==> config.mk <==
export PLATFORM = sky130hd
export DESIGN_NAME = alu_share_arbiter
export DESIGN_NICKNAME = d
export VERILOG_FILES = /design/src/rtl/alu_share_pkg.sv /design/src/rtl/alu_share_rr_arbiter.sv /design/src/rtl/alu_share_arbiter.sv
export SDC_FILE = /design/constraint.sdc
export NUM_CORES = 1
export LEC_CHECK = 0
export ABC_AREA = 1
export CORE_AREA = 2 2 141 143
export DETAILED_ROUTE_END_ITERATION = 16
export DIE_AREA = 0 0 143 145
export PLACE_DENSITY = 0.78
export SETUP_SLACK_MARGIN = 0.05
export SYNTH_ARGS = -nofsm -noshare
export SYNTH_HDL_FRONTEND = slang
export SYNTH_SLANG_ARGS = --single-unit
==> constraint.sdc <==
create_clock -name clk -period 6.9 [get_ports clk]
set_input_delay 1.035 -clock clk [delete_from_list [all_inputs] [get_ports clk]]
set_output_delay 1.035 -clock clk [all_outputs]
set_load 0.03 [all_outputs]
==> src/rtl/alu_share_pkg.sv <==
// Shared definitions for the ALU-sharing arbiter: funct3 codes, widths,
// the per-requester operation record and flattened-bus slice helpers.
package alu_share_pkg;

    localparam int XLEN    = 32;
    localparam int SHAMT_W = 5;
    localparam int IDX_W   = 2;

    localparam logic [2:0] FUNCT3_ADD = 3'b000;
    localparam logic [2:0] FUNCT3_SLL = 3'b001;
    localparam logic [2:0] FUNCT3_AND = 3'b010;
    localparam logic [2:0] FUNCT3_OR  = 3'b011;
    localparam logic [2:0] FUNCT3_XOR = 3'b100;
    localparam logic [2:0] FUNCT3_SR  = 3'b101;

    typedef struct packed {
        logic [XLEN-1:0] a;
        logic [XLEN-1:0] b;
        logic [2:0]      funct3;
        logic            funct7;
    } alu_op_t;

    // Low bit of element idx inside a flattened bus of w-bit elements.
    function automatic int slice_lo(input int idx, input int w);
        return idx * w;
    endfunction

    function automatic logic is_shift(input logic [2:0] funct3);
        return (funct3 == FUNCT3_SLL) || (funct3 == FUNCT3_SR);
    endfunction

    // Shifts only honour the low SHAMT_W bits of operand B.
    function automatic logic [XLEN-1:0] condition_b(input logic [2:0] funct3,
                                                    input logic [XLEN-1:0] b);
        return is_shift(funct3) ? {{(XLEN-SHAMT_W){1'b0}}, b[SHAMT_W-1:0]} : b;
    endfunction

endpackage

==> src/rtl/alu_share_rr_arbiter.sv <==
// Combinational round-robin picker: first eligible index at or after rr_ptr,
// wrapping past N-1 back to 0.
module rr_arbiter
    import alu_share_pkg::*;
#(
    parameter int N = 2
) (
    input  logic [N-1:0]     eligible,
    input  logic [IDX_W-1:0] rr_ptr,
    output logic [N-1:0]     grant,
    output logic [IDX_W-1:0] grant_idx,
    output logic             any_grant
);

    function automatic int wrap(input int x);
        return (x >= N) ? x - N : x;
    endfunction

    // NOTE: every output gets a default before the search loop, otherwise the
    // paths that find no eligible requester would infer latches.
    always_comb begin
        grant     = '0;
        grant_idx = '0;
        any_grant = 1'b0;
        for (int k = 0; k < N; k++) begin
            if (!any_grant && eligible[wrap(int'(rr_ptr) + k)]) begin
                grant[wrap(int'(rr_ptr) + k)] = 1'b1;
                grant_idx                     = IDX_W'(wrap(int'(rr_ptr) + k));
                any_grant                     = 1'b1;
            end
        end
    end

endmodule

==> src/rtl/alu_share_arbiter.sv <==
// Shares one combinational ALU between NUM_REQ requesters: round-robin grant,
// operand drive with shift masking, one-entry response slot per requester.
module alu_share_arbiter
    import alu_share_pkg::*;
#(
    parameter int NUM_REQ = 2,
    parameter int TAG_W   = 4
) (
    input  logic                     clk,
    input  logic                     rst,
    input  logic [NUM_REQ-1:0]       req_valid,
    output logic [NUM_REQ-1:0]       req_ready,
    input  logic [NUM_REQ*XLEN-1:0]  req_a,
    input  logic [NUM_REQ*XLEN-1:0]  req_b,
    input  logic [NUM_REQ*3-1:0]     req_funct3,
    input  logic [NUM_REQ-1:0]       req_funct7,
    input  logic [NUM_REQ*TAG_W-1:0] req_tag,
    output logic [NUM_REQ-1:0]       rsp_valid,
    input  logic [NUM_REQ-1:0]       rsp_ready,
    output logic [NUM_REQ*XLEN-1:0]  rsp_result,
    output logic [NUM_REQ*TAG_W-1:0] rsp_tag,
    output logic [XLEN-1:0]          alu_a,
    output logic [XLEN-1:0]          alu_b,
    output logic [2:0]               alu_funct3,
    output logic                     alu_funct7,
    input  logic [XLEN-1:0]          alu_result,
    output logic                     alu_busy,
    output logic [IDX_W-1:0]         grant_id,
    output logic [31:0]              conflict_cnt
);

    logic [NUM_REQ-1:0] eligible;
    logic [NUM_REQ-1:0] grant;
    logic [IDX_W-1:0]   grant_idx;
    logic [IDX_W-1:0]   rr_ptr;
    logic               any_grant;
    logic               conflict;
    alu_op_t            sel_op;

    // A slot that is draining this cycle can already take the next result.
    assign eligible = req_valid & (~rsp_valid | rsp_ready);
    assign conflict = ($countones(eligible) >= 2);

    rr_arbiter #(.N(NUM_REQ)) u_rr (
        .eligible  (eligible),
        .rr_ptr    (rr_ptr),
        .grant     (grant),
        .grant_idx (grant_idx),
        .any_grant (any_grant)
    );

    assign req_ready = grant;
    assign alu_busy  = any_grant;
    assign grant_id  = grant_idx;

    always_comb begin
        sel_op = '0;
        for (int i = 0; i < NUM_REQ; i++) begin
            if (grant[i]) begin
                sel_op.a      = req_a[slice_lo(i, XLEN) +: XLEN];
                sel_op.b      = req_b[slice_lo(i, XLEN) +: XLEN];
                sel_op.funct3 = req_funct3[slice_lo(i, 3) +: 3];
                sel_op.funct7 = req_funct7[i];
            end
        end
    end

    // With no grant sel_op is all-zero, so the ALU sees an idle ADD of zeros.
    assign alu_a      = sel_op.a;
    assign alu_b      = condition_b(sel_op.funct3, sel_op.b);
    assign alu_funct3 = sel_op.funct3;
    assign alu_funct7 = sel_op.funct7;

    // NOTE: state updates use non-blocking assignments so every register samples
    // the same pre-edge values regardless of statement order. The response
    // buffers are reset too, since their contents are visible on the ports.
    always_ff @(posedge clk or posedge rst) begin
        if (rst) begin
            rsp_valid    <= '0;
            rsp_result   <= '0;
            rsp_tag      <= '0;
            rr_ptr       <= '0;
            conflict_cnt <= '0;
        end else begin
            for (int i = 0; i < NUM_REQ; i++) begin
                if (grant[i]) begin
                    rsp_valid[i]                          <= 1'b1;
                    rsp_result[slice_lo(i, XLEN) +: XLEN] <= alu_result;
                    rsp_tag[slice_lo(i, TAG_W) +: TAG_W]  <= req_tag[slice_lo(i, TAG_W) +: TAG_W];
                end else if (rsp_ready[i]) begin
                    rsp_valid[i] <= 1'b0;
                end
            end
            if (any_grant) begin
                rr_ptr <= (grant_idx == IDX_W'(NUM_REQ - 1)) ? '0 : grant_idx + 1'b1;
            end
            if (conflict && (conflict_cnt != 32'hFFFF_FFFF)) begin
                conflict_cnt <= conflict_cnt + 32'd1;
            end
        end
    end

endmodule

Yosys cells after proc, flatten, opt, wreduce, memory -nomap -nowiden
Index checks and enable logic that the tools add are counted.
{"block": "totals", "register_bits": 108}
{"block": "classes", "add_sub_neg": 6, "magnitude_cmp": 7, "n_eq_ne": 4, "muxes": 26, "bitwise": 4, "reduce_logical": 8}
{"cell": "68-bit 2-to-1 mux", "n": 2}
{"cell": "32-bit 2-to-1 mux", "n": 3}
{"cell": "32-bit by 1-bit greater-or-equal comparator with 1-bit output, second input constant", "n": 2}
{"cell": "32-bit by 3-bit less-than comparator with 1-bit output, second input constant", "n": 2}
{"cell": "32-bit by 1-bit adder with 32-bit output, second input constant", "n": 1}
{"cell": "32-bit by 3-bit greater-or-equal comparator with 1-bit output, second input constant", "n": 1}
{"cell": "32-bit inequality test, second input constant", "n": 1}
{"cell": "32-bit by 3-bit subtractor with 32-bit output, second input constant", "n": 1}
{"cell": "1-bit 2-to-1 mux", "n": 14}
{"cell": "2-bit 2-to-1 mux", "n": 5}
{"cell": "2-bit greater-or-equal comparator, second input constant", "n": 2}
{"cell": "1-bit logical AND", "n": 4}
{"cell": "2-bit OR", "n": 2}
{"cell": "2-bit nonzero test", "n": 2}
{"cell": "2-bit by 1-bit adder with 3-bit output, second input constant", "n": 1}
{"cell": "3-bit by 1-bit == test with 1-bit output, second input constant", "n": 1}
{"cell": "3-bit == test, second input constant", "n": 1}
{"cell": "2-bit by 2-bit subtractor with 3-bit output, second input constant", "n": 1}
{"cell": "1-bit by 1-bit adder with 2-bit output", "n": 1}
{"cell": "2-bit by 1-bit adder with 2-bit output, second input constant", "n": 1}
{"cell": "2-bit AND", "n": 1}
{"cell": "1-bit demux with 1-bit select", "n": 2}
{"cell": "2-bit by 1-bit == test with 1-bit output, second input constant", "n": 1}
{"cell": "2-bit inverter", "n": 1}
{"cell": "2 further kinds", "n": 2}

Depth between registers and ports, before layout
Gate-level depths: netlist of run 1.
{"block": "depth", "word_depth": 15, "mapped_depth": 12}

By module
A second synthesis of run 1 with hierarchy kept.
{"block": "hier_totals", "cells_unflattened": 796, "hier_area_um2": 5831.8}
{"module": "alu_share_arbiter", "n_inst": 1, "cells_per_inst": 783, "area_each_um2": 5780.5, "seq_area_each_um2": 2702.6}
{"module": "rr_arbiter", "n_inst": 1, "cells_per_inst": 13, "area_each_um2": 51.3, "seq_area_each_um2": 0.0}

Worst setup path before layout of run 1
No wires, ideal clock.
{"block": "synth_path", "path_type": "in2out", "from": "input rsp_ready[0]", "to": "output alu_b[11]", "t_arrival_ps": 2566, "t_required_ps": 5865, "path_slack_ps": 3299, "stages": 10, "path_cell_list": "inv_1 > nand2_1 > nand3b_1 > nand2_1 > inv_2 > nand2_1 > nand2_1 > nor2_4 > buf_4 > nor2_1"}
{"block": "synth_between", "elab_chain_cells": 14, "word_cells_on_any_way": 20, "classes_between": "2 x eq/ne; 12 x mux; 3 x bitwise; 3 x reduce/logical"}
{"element": "from (decl)", "line_no": "alu_share_arbiter.sv:19", "rtl": "input logic [NUM_REQ-1:0] rsp_ready,"}
{"element": "2-bit OR (*)", "line_no": "alu_share_arbiter.sv:41", "rtl": "assign eligible = req_valid & (~rsp_valid | rsp_ready);"}
{"element": "2-bit AND (*)", "line_no": "alu_share_arbiter.sv:41"}
{"element": "1-bit 2-to-1 mux (implied by the code) (3 in a row)", "line_no": "alu_share_rr_arbiter.sv:26", "rtl": "if (!any_grant && eligible[wrap(int'(rr_ptr) + k)]) begin"}
{"element": "1-bit 2-to-1 mux", "line_no": "alu_share_rr_arbiter.sv:26"}
{"element": "1-bit zero test", "line_no": "alu_share_rr_arbiter.sv:26"}
{"element": "1-bit logical AND", "line_no": "alu_share_rr_arbiter.sv:26"}
{"element": "2-bit 2-to-1 mux (*)", "line_no": "alu_share_rr_arbiter.sv:26"}
{"element": "68-bit 2-to-1 mux", "line_no": "alu_share_arbiter.sv:59", "rtl": "if (grant[i]) begin"}
{"element": "68-bit 2-to-1 mux (*)", "line_no": "alu_share_arbiter.sv:59"}
{"element": "named net alu_funct3[1]", "line_no": "alu_share_arbiter.sv:24", "rtl": "output logic [2:0] alu_funct3,"}
{"element": "3-bit by 1-bit == test with 1-bit output / 3-bit == test (equally long branches)", "line_no": "alu_share_pkg.sv:29", "rtl": "return (funct3 == FUNCT3_SLL) || (funct3 == FUNCT3_SR);"}
{"element": "1-bit logical OR (*)", "line_no": "alu_share_pkg.sv:29"}
{"element": "32-bit 2-to-1 mux (*)", "line_no": "alu_share_pkg.sv:35", "rtl": "return is_shift(funct3) ? {{(XLEN-SHAMT_W){1'b0}}, b[SHAMT_W-1:0]} : b;"}
{"element": "to (decl)", "line_no": "alu_share_arbiter.sv:23", "rtl": "output logic [XLEN-1:0] alu_b,"}
The timed path passes the listed nets; every way through them passes the cells marked *. The select of a mux whose other input is x is not followed.

Final worst setup path of run 1
{"block": "layout_path", "from": "input rsp_ready[0]", "to": "output alu_a[30]"}
{"block": "layout_between", "elab_chain_cells": 11, "word_cells_on_any_way": 16, "classes_between": "11 x mux; 3 x bitwise; 2 x reduce/logical"}
{"element": "2-bit OR (*)", "line_no": "alu_share_arbiter.sv:41"}
{"element": "2-bit AND (*)", "line_no": "alu_share_arbiter.sv:41"}
{"element": "1-bit 2-to-1 mux (implied by the code) (3 in a row)", "line_no": "alu_share_rr_arbiter.sv:26"}
{"element": "1-bit 2-to-1 mux", "line_no": "alu_share_rr_arbiter.sv:26"}
{"element": "1-bit zero test", "line_no": "alu_share_rr_arbiter.sv:26"}
{"element": "1-bit logical AND", "line_no": "alu_share_rr_arbiter.sv:26"}
{"element": "2-bit 2-to-1 mux (*)", "line_no": "alu_share_rr_arbiter.sv:26"}
{"element": "68-bit 2-to-1 mux", "line_no": "alu_share_arbiter.sv:59"}
{"element": "68-bit 2-to-1 mux (*)", "line_no": "alu_share_arbiter.sv:59"}
{"element": "to (decl)", "line_no": "alu_share_arbiter.sv:22", "rtl": "output logic [XLEN-1:0] alu_a,"}
Every way passes the cells marked *; elsewhere a longest branch is shown, timed or not. The select of a mux whose other input is x is not followed.

==> impl_results.md, run 1 <==
- Site Rows: 51
- Critical-path maximum fanout: 52
- Initial DRC Count: 352
- DR DRC count: 0
- Number of global-route vias before repair: 6450
- I/O Pins: 361
- Post-CTS Setup Inserts: 0
- Sw frac: 0.412
- Root buffer cell: clkbuf_16
- Clock skew: 0.0115 ns
- PnR worst setup slack: 1.84 ns
- Post-layout util: 0.526
- Placed instance count: 1449
- Chip height: 145 um
- Clock share of power: 0.207
- Routability cong.: 0.932
- # port buffers: 360
- Clock insertion delay at the later pin of the skew report: 0.36 ns
- Dominant cell type by area after synthesis: dfrtp_1
- Avg Vias per Cell: 4.43
- Post-DP HPWL: 18000 um
- Final hold vios: 0
- Switch Pwr: 1.05 mW
- DRT Wirelength: 23100 um
- Yosys Warn Count: 0
- Synth top area cells: dfrtp_1 (45%), nand2_1 (24%), inv_1 (5.9%)
- Post-route cell area: 10100 um^2
- Fmax achieved: 0.198 GHz
- CP Capture Point: alu_a[30]
- RSZ-0062 raised after global routing: no
- Fin Setup TNS: 0 ns
- Fin. max-slew vios: 0
- Worst slew margin: 0.355
- CP required: 5.86 ns
- Hold buffer count at cts: 0
- DRT antenna net count: 0
- CP Launch Point: rsp_ready[0]
- Maximum vdd drop: 0.000152 V
- Final period util: 0.733
- Leakage: 4.60 nW
- Sequential share of the synthesized area: 0.452
- Critical path class: in2out
- R2R Path End: conflict_cnt[16]
- Area after DPL: 9790 um^2
- Nets: 1378
- Seq cells post-synth: 108
- R2R depth: 10
- Syn_area_per_cell: 7.00 um^2
- Worst Hold Class: reg2reg
- Hold WS: 0.488 ns
- Worst EP arrival: 4.03 ns
- Top-area cell type share of the netlist area: 0.452
- Core area: 19200 um^2
- Drt first pass iters: 4
- Sinks on Clock Net: 108
- Setup crit start kind: primary input
- Vias: 6501
- P per Cell Area: 252 nW/um^2
- Status: finished, final reports clean
- Fin cells: 1468
- Largest net degree at the start of global routing: 77
- Layout area overhead: 68.9%
- Max Cap Viol: 0
- Comb pwr share: 0.467
- Initial core utilization: 0.311
- Distinct cells, synth: 24
- RR Startpoint: conflict_cnt[0]
- Post-place setup slack: 1.83 ns
- Fillers: 1835
- Die ar.: 20700 um^2
- Die X-Extent: 143 um
- Gate Count Post-Synth: 854
- H-tree depth: 3
- Reg2Reg Setup Slack: 4.57 ns
- Final Power: 2.54 mW
- GR Util All Layers: 0.223
- Final global-route overflow total: 0
- CTS Buf Count: 9
- Slew @ Worst Pin: 0.967 ns
- Layout cells sized above 1: 0.0308
- CTS tree: built
- Synth Cell Area: 5980 um^2
- Min Clock Period, post-route: 5.06 ns
- Internal power: 1.50 mW
- CTS Buffer Depth: 2
- Final Setup Violations: 0
- Routed length per instance: 15.7 um
- Mapped Nets: 1037
- First-pass GRT wire length: 35900 um
- CTS clk-pin slew, worst paths: 0.08 ns
- Critical path endpoint category: primary output
- Sequential share of power: 0.326
- Post-cts sizing count: 0
- Antenna violations before repair: 1
## cells in the mapped netlist
library cell	n
nand4_1	1
nand3b_1	1
nand2_1	376
xnor2_1	5
nor2_1	80
nor3b_1	1
a22o_1	39
nand2_4	1
buf_4	2
buf_6	2
a21oi_1	1
buf_2	14
and3_1	1
ha_1	1
inv_2	3
nand3_1	20
clkbuf_1	18
nor2_4	3
nor2_2	2
nand2_2	3
inv_1	94
xor2_1	8
o21ai_0	70
dfrtp_1	108
## cells by family after synthesis
group,share of synthesized area
AOI/OAI and AO/OA,0.117
xor gates and xnor gates,0.0190
adders and majority gates,0.00209
buffers and inverters,0.0902
DFF,0.452
and+or+nand+nor,0.320
## critical path, cell delays in order
cell and delay [ns]:
clkdlybuf4s50_1 0.46, inv_1 0.04, nand2_1 0.13, nand2_1 0.13, nor2_1 0.23, nand2_2 0.10
inv_2 0.65, buf_4 0.38, a22o_1 0.18, clkdlybuf4s50_1 0.67
## layout by cell type, fill, tap and decap left out
cell type / n
inv_8: 1
ha_1: 1
dfrtp_1: 108
xor2_1: 8
inv_6: 2
a21oi_1: 1
nor2_4: 3
nand3b_1: 1
nor3b_1: 1
nand2_2: 5
clkinvlp_4: 1
nor2_2: 2
xnor2_1: 5
nand3_1: 20
inv_2: 3
and3_1: 1
nor2_1: 80
nand4_1: 1
clkdlybuf4s50_1: 360
nand2_4: 1
clkbuf_16: 9
o21ai_0: 70
nand2_1: 374
diode_2: 3
buf_4: 6
clkinv_8: 2
inv_4: 1
inv_1: 93
clkinv_4: 1
a22o_1: 39
## power groups by stage
stage                     clock [mW]  combinational (mW)  sequential (mW)
after global placement             0                1.18            0.834
after floorplan                    0               0.392             1.07
after global routing           0.567                1.26            0.847
after detailed placement           0                1.19            0.841
after CTS                      0.543                1.20            0.830
final                          0.526                1.19            0.829
## registers in the layout, indices dropped and copies added (netlist names)
register and count:
rr_ptr 2, rsp_valid 2, conflict_cnt 32, rsp_tag 8, rsp_result 64
## area by class of cell
class,instances,area [um^2],share of cell area
Sequential cell,108,2700,0.267
Tap cell,265,332,0.0328
Clock buffer,9,225,0.0223
Timing Repair Buffer,366,3650,0.361
Antenna cell,3,7.51,0.000743
Clock inverter,7,77.6,0.00768
Multi-Input combinational cell,613,2740,0.272
Inverter,97,367,0.0363
## per-layer routing
| metal | GRT usage | vias to the layer above | routed length [um] |
|---|---|---|---|
| met5 | 0 | - | 0 |
| met2 | 0.371 | 233 | 11100 |
| met4 | 0.0559 | 0 | 517 |
| met3 | 0.0640 | 33 | 1920 |
| met1 | 0.284 | 2915 | 9500 |
| li1 | - | 3320 | - |
## how the worst min path moves through the flow
stage | to | from | slack (ns) | cells past startpoint
after floorplan | rr_ptr[0] | rr_ptr[0] | 0.50 | 2
after global routing | rsp_result[27] | rsp_result[27] | 0.51 | 2
final | rsp_result[26] | rsp_result[26] | 0.49 | 2
after detailed placement | rsp_tag[6] | rsp_tag[6] | 0.47 | 2
after global placement | rsp_tag[5] | rsp_tag[5] | 0.46 | 2
after CTS | rsp_tag[6] | rsp_tag[6] | 0.49 | 2
Power figures use the tool's default switching activity.
==> run 2: changes to the inputs <==
--- a/config.mk
+++ b/config.mk
@@ -6,10 +6,10 @@
 export NUM_CORES = 1
 export LEC_CHECK = 0
 export ABC_AREA = 1
-export CORE_AREA = 2 2 141 143
+export CORE_AREA = 2 2 140 142
 export DETAILED_ROUTE_END_ITERATION = 16
-export DIE_AREA = 0 0 143 145
-export PLACE_DENSITY = 0.78
+export DIE_AREA = 0 0 142 144
+export PLACE_DENSITY = 0.82
 export SETUP_SLACK_MARGIN = 0.05
 export SYNTH_ARGS = -nofsm -noshare
 export SYNTH_HDL_FRONTEND = slang
==> constraint.sdc (replaced) <==
create_clock -name clk -period 4.47 [get_ports clk]
set_input_delay 0.6705 -clock clk [delete_from_list [all_inputs] [get_ports clk]]
set_output_delay 0.6705 -clock clk [all_outputs]
set_load 0.03 [all_outputs]
==> impl_results.md, run 2 (same netlist as run 1, synthesis figures left out) <==
- Fin Setup TNS: 0 ns (unchanged)
- Max reg flops: 64 (unchanged)
- Biggest regs: rsp_result (64), conflict_cnt (32), rsp_tag (8)
- WHS Path Cells: 2 (unchanged)
- Fin cells: 1440 (-1.9%)
- Routed length per instance: 15.5 um (-1.1%)
- DR DRC count: 0 (unchanged)
- Final period util: 0.811
- # port buffers: 360 (unchanged)
- DRT antenna net count: 0 (unchanged)
- CTS Buffer Depth: 2 (unchanged)
- Post-cts sizing count: 0 (unchanged)
- Avg Vias per Cell: 4.61 (+4.1%)
- Max Cap Viol: 0 (unchanged)
- Worst EP arrival: 2.95 ns (-1.08 ns)
- Fmax achieved: 0.276 GHz
- Maximum vdd drop: 0.000318 V (+110%)
- Antenna violations before repair: 0 (-1)
- CTS Buf Count: 9 (unchanged)
- N_diodes: 0 (-3)
- Critical path class: in2out
- GR Util All Layers: 0.214 (-0.00917)
- Leakage: 4.73 nW (+2.7%)
- Number of global-route vias before repair: 6284 (-2.6%)
- Core area: 19100 um^2 (-0.66%)
- Site Rows: 51 (unchanged)
- Drt first pass iters: 5 (+1)
- Min Clock Period, post-route: 3.63 ns
- First-pass GRT wire length: 33900 um (-5.6%)
- Final global-route overflow total: 0 (unchanged)
- Initial DRC Count: 449 (+28%)
- Clock insertion delay at the later pin of the skew report: 0.35 ns (about the same)
- Sinks on Clock Net: 108 (unchanged)
- CTS tree: built
- Chip height: 144 um (-0.69%)
- Die ar.: 20400 um^2 (-1.4%)
- RSZ-0062 raised after global routing: no
- Final hold vios: 0 (unchanged)
- Hold Path Sink: rsp_result[28]
- Die X-Extent: 142 um (-0.70%)
- R2R Path End: conflict_cnt[20]
- Critical-path maximum fanout: 4 (-92%)
- Hold WS: 0.484 ns (-0.00338 ns)
- Largest net degree at the start of global routing: 76 (-1.3%)
- Slew @ Worst Pin: 0.940 ns (-0.0272 ns)
- Commonest non-fill, non-tap cell in the layout: nand2_1
- Clock skew: 0.0106 ns (-0.000889 ns)
- Post-place setup slack: 0.866 ns (-0.964 ns)
- Layout area overhead: 66.4%
- Status: finished, final reports clean
- P per Cell Area: 391 nW/um^2 (+55%)
- Post-CTS Setup Inserts: 0 (unchanged)
- Final Setup Violations: 0 (unchanged)
- Layout cells sized above 1: 0.0890 (+0.0582)
- Worst Hold Class: reg2reg
- Placed instance count: 1424 (-1.7%)
- Most frequent cells in the layout: nand2_1 (374), clkdlybuf4s50_1 (292), dfrtp_1 (108)
- R2R depth: 10 (unchanged)
- Worst slew margin: 0.374 (+0.0181)
- Setup crit start kind: primary input
- RR Startpoint: conflict_cnt[0]
- Critical path endpoint category: primary output
- Nets: 1380 (+0.15%)
- Startpoint of the worst hold path: rsp_result[28]
- Reg2Reg Setup Slack: 2.10 ns (-2.47 ns)
- Top reg by flops: rsp_result
- Root buffer cell: clkbuf_16
- Post-DP HPWL: 17800 um (-1.2%)
- CTS clk-pin slew, worst paths: 0.07 ns (about the same)
- CP required: 3.80 ns (-2.06 ns)
- Final Power: 3.90 mW (+53%)
- DRT Wirelength: 22400 um (-3.0%)
- Vias: 6641 (+2.2%)
- PnR worst setup slack: 0.845 ns (-0.995 ns)
- Fin. max-slew vios: 0 (unchanged)
- Hold buffer count at cts: 0 (unchanged)
- H-tree depth: 3 (unchanged)
- Initial core utilization: 0.313 (+0.00208)
- Routability cong.: 0.913 (-2.0%)
- I/O Pins: 361 (unchanged)
## run 2: cell types whose count changed in the layout (fill, tap and decap cells not counted), sizes merged
cell | previous run | this run
clkinv | 3 | 2
clkdlybuf4s50 | 360 | 292
buf | 6 | 76
inv | 100 | 101
diode | 3 | 0
## run 2: critical path, stage by stage
cell	delay (ns)
clkdlybuf4s50_1	0.44
o21ai_0	0.37
nand2_1	0.12
nor3b_1	0.53
clkdlybuf4s50_1	0.82
## run 2: area by class of cell
cell class              instances  area (um^2)
clock buffers                   9          225
clock inverters                 7         75.1
fillers                      1772         9130
inverters                      97          367
multi-input cells             613         2740
flip-flops and latches        108         2700
well taps                     238          298
repair buffers                368         3540
## run 2: layer usage
metal,part of all wire,vias to the layer above,GRT usage
li1,-,3321,-
met1,0.41,3046,0.280
met2,0.48,246,0.350
met3,0.088,28,0.0632
met4,0.016,0,0.0495
met5,0,-,0
## run 2: worst max-delay path by stage
stage,from,end,slack (ns),cells past startpoint
2_1_floorplan,rst,conflict_cnt[0],0.95,1
3_3_place_gp,rsp_ready[1],grant_id[1],0.89,5
3_5_place_dp,rsp_ready[1],grant_id[1],0.87,5
4_1_cts,rsp_ready[1],grant_id[1],0.86,5
5_1_grt,req_valid[1],alu_b[13],0.59,11
6_report,rsp_ready[1],grant_id[1],0.84,5
## run 2: report_power, final
part | switching, mW | total (mW) | internal, mW
registers | 0.124 | 1.28 | 1.16
clock network | 0.408 | 0.807 | 0.399
logic | 1.07 | 1.81 | 0.732
total | 1.61 | 3.90 | 2.29
## run 2: stage by stage
stage          utilization  cell area [um^2]
2_1_floorplan            -              5980
3_3_place_gp         0.506              9650
3_5_place_dp         0.506              9650
4_1_cts              0.522              9950
5_1_grt              0.522              9950
6_report             0.522              9950
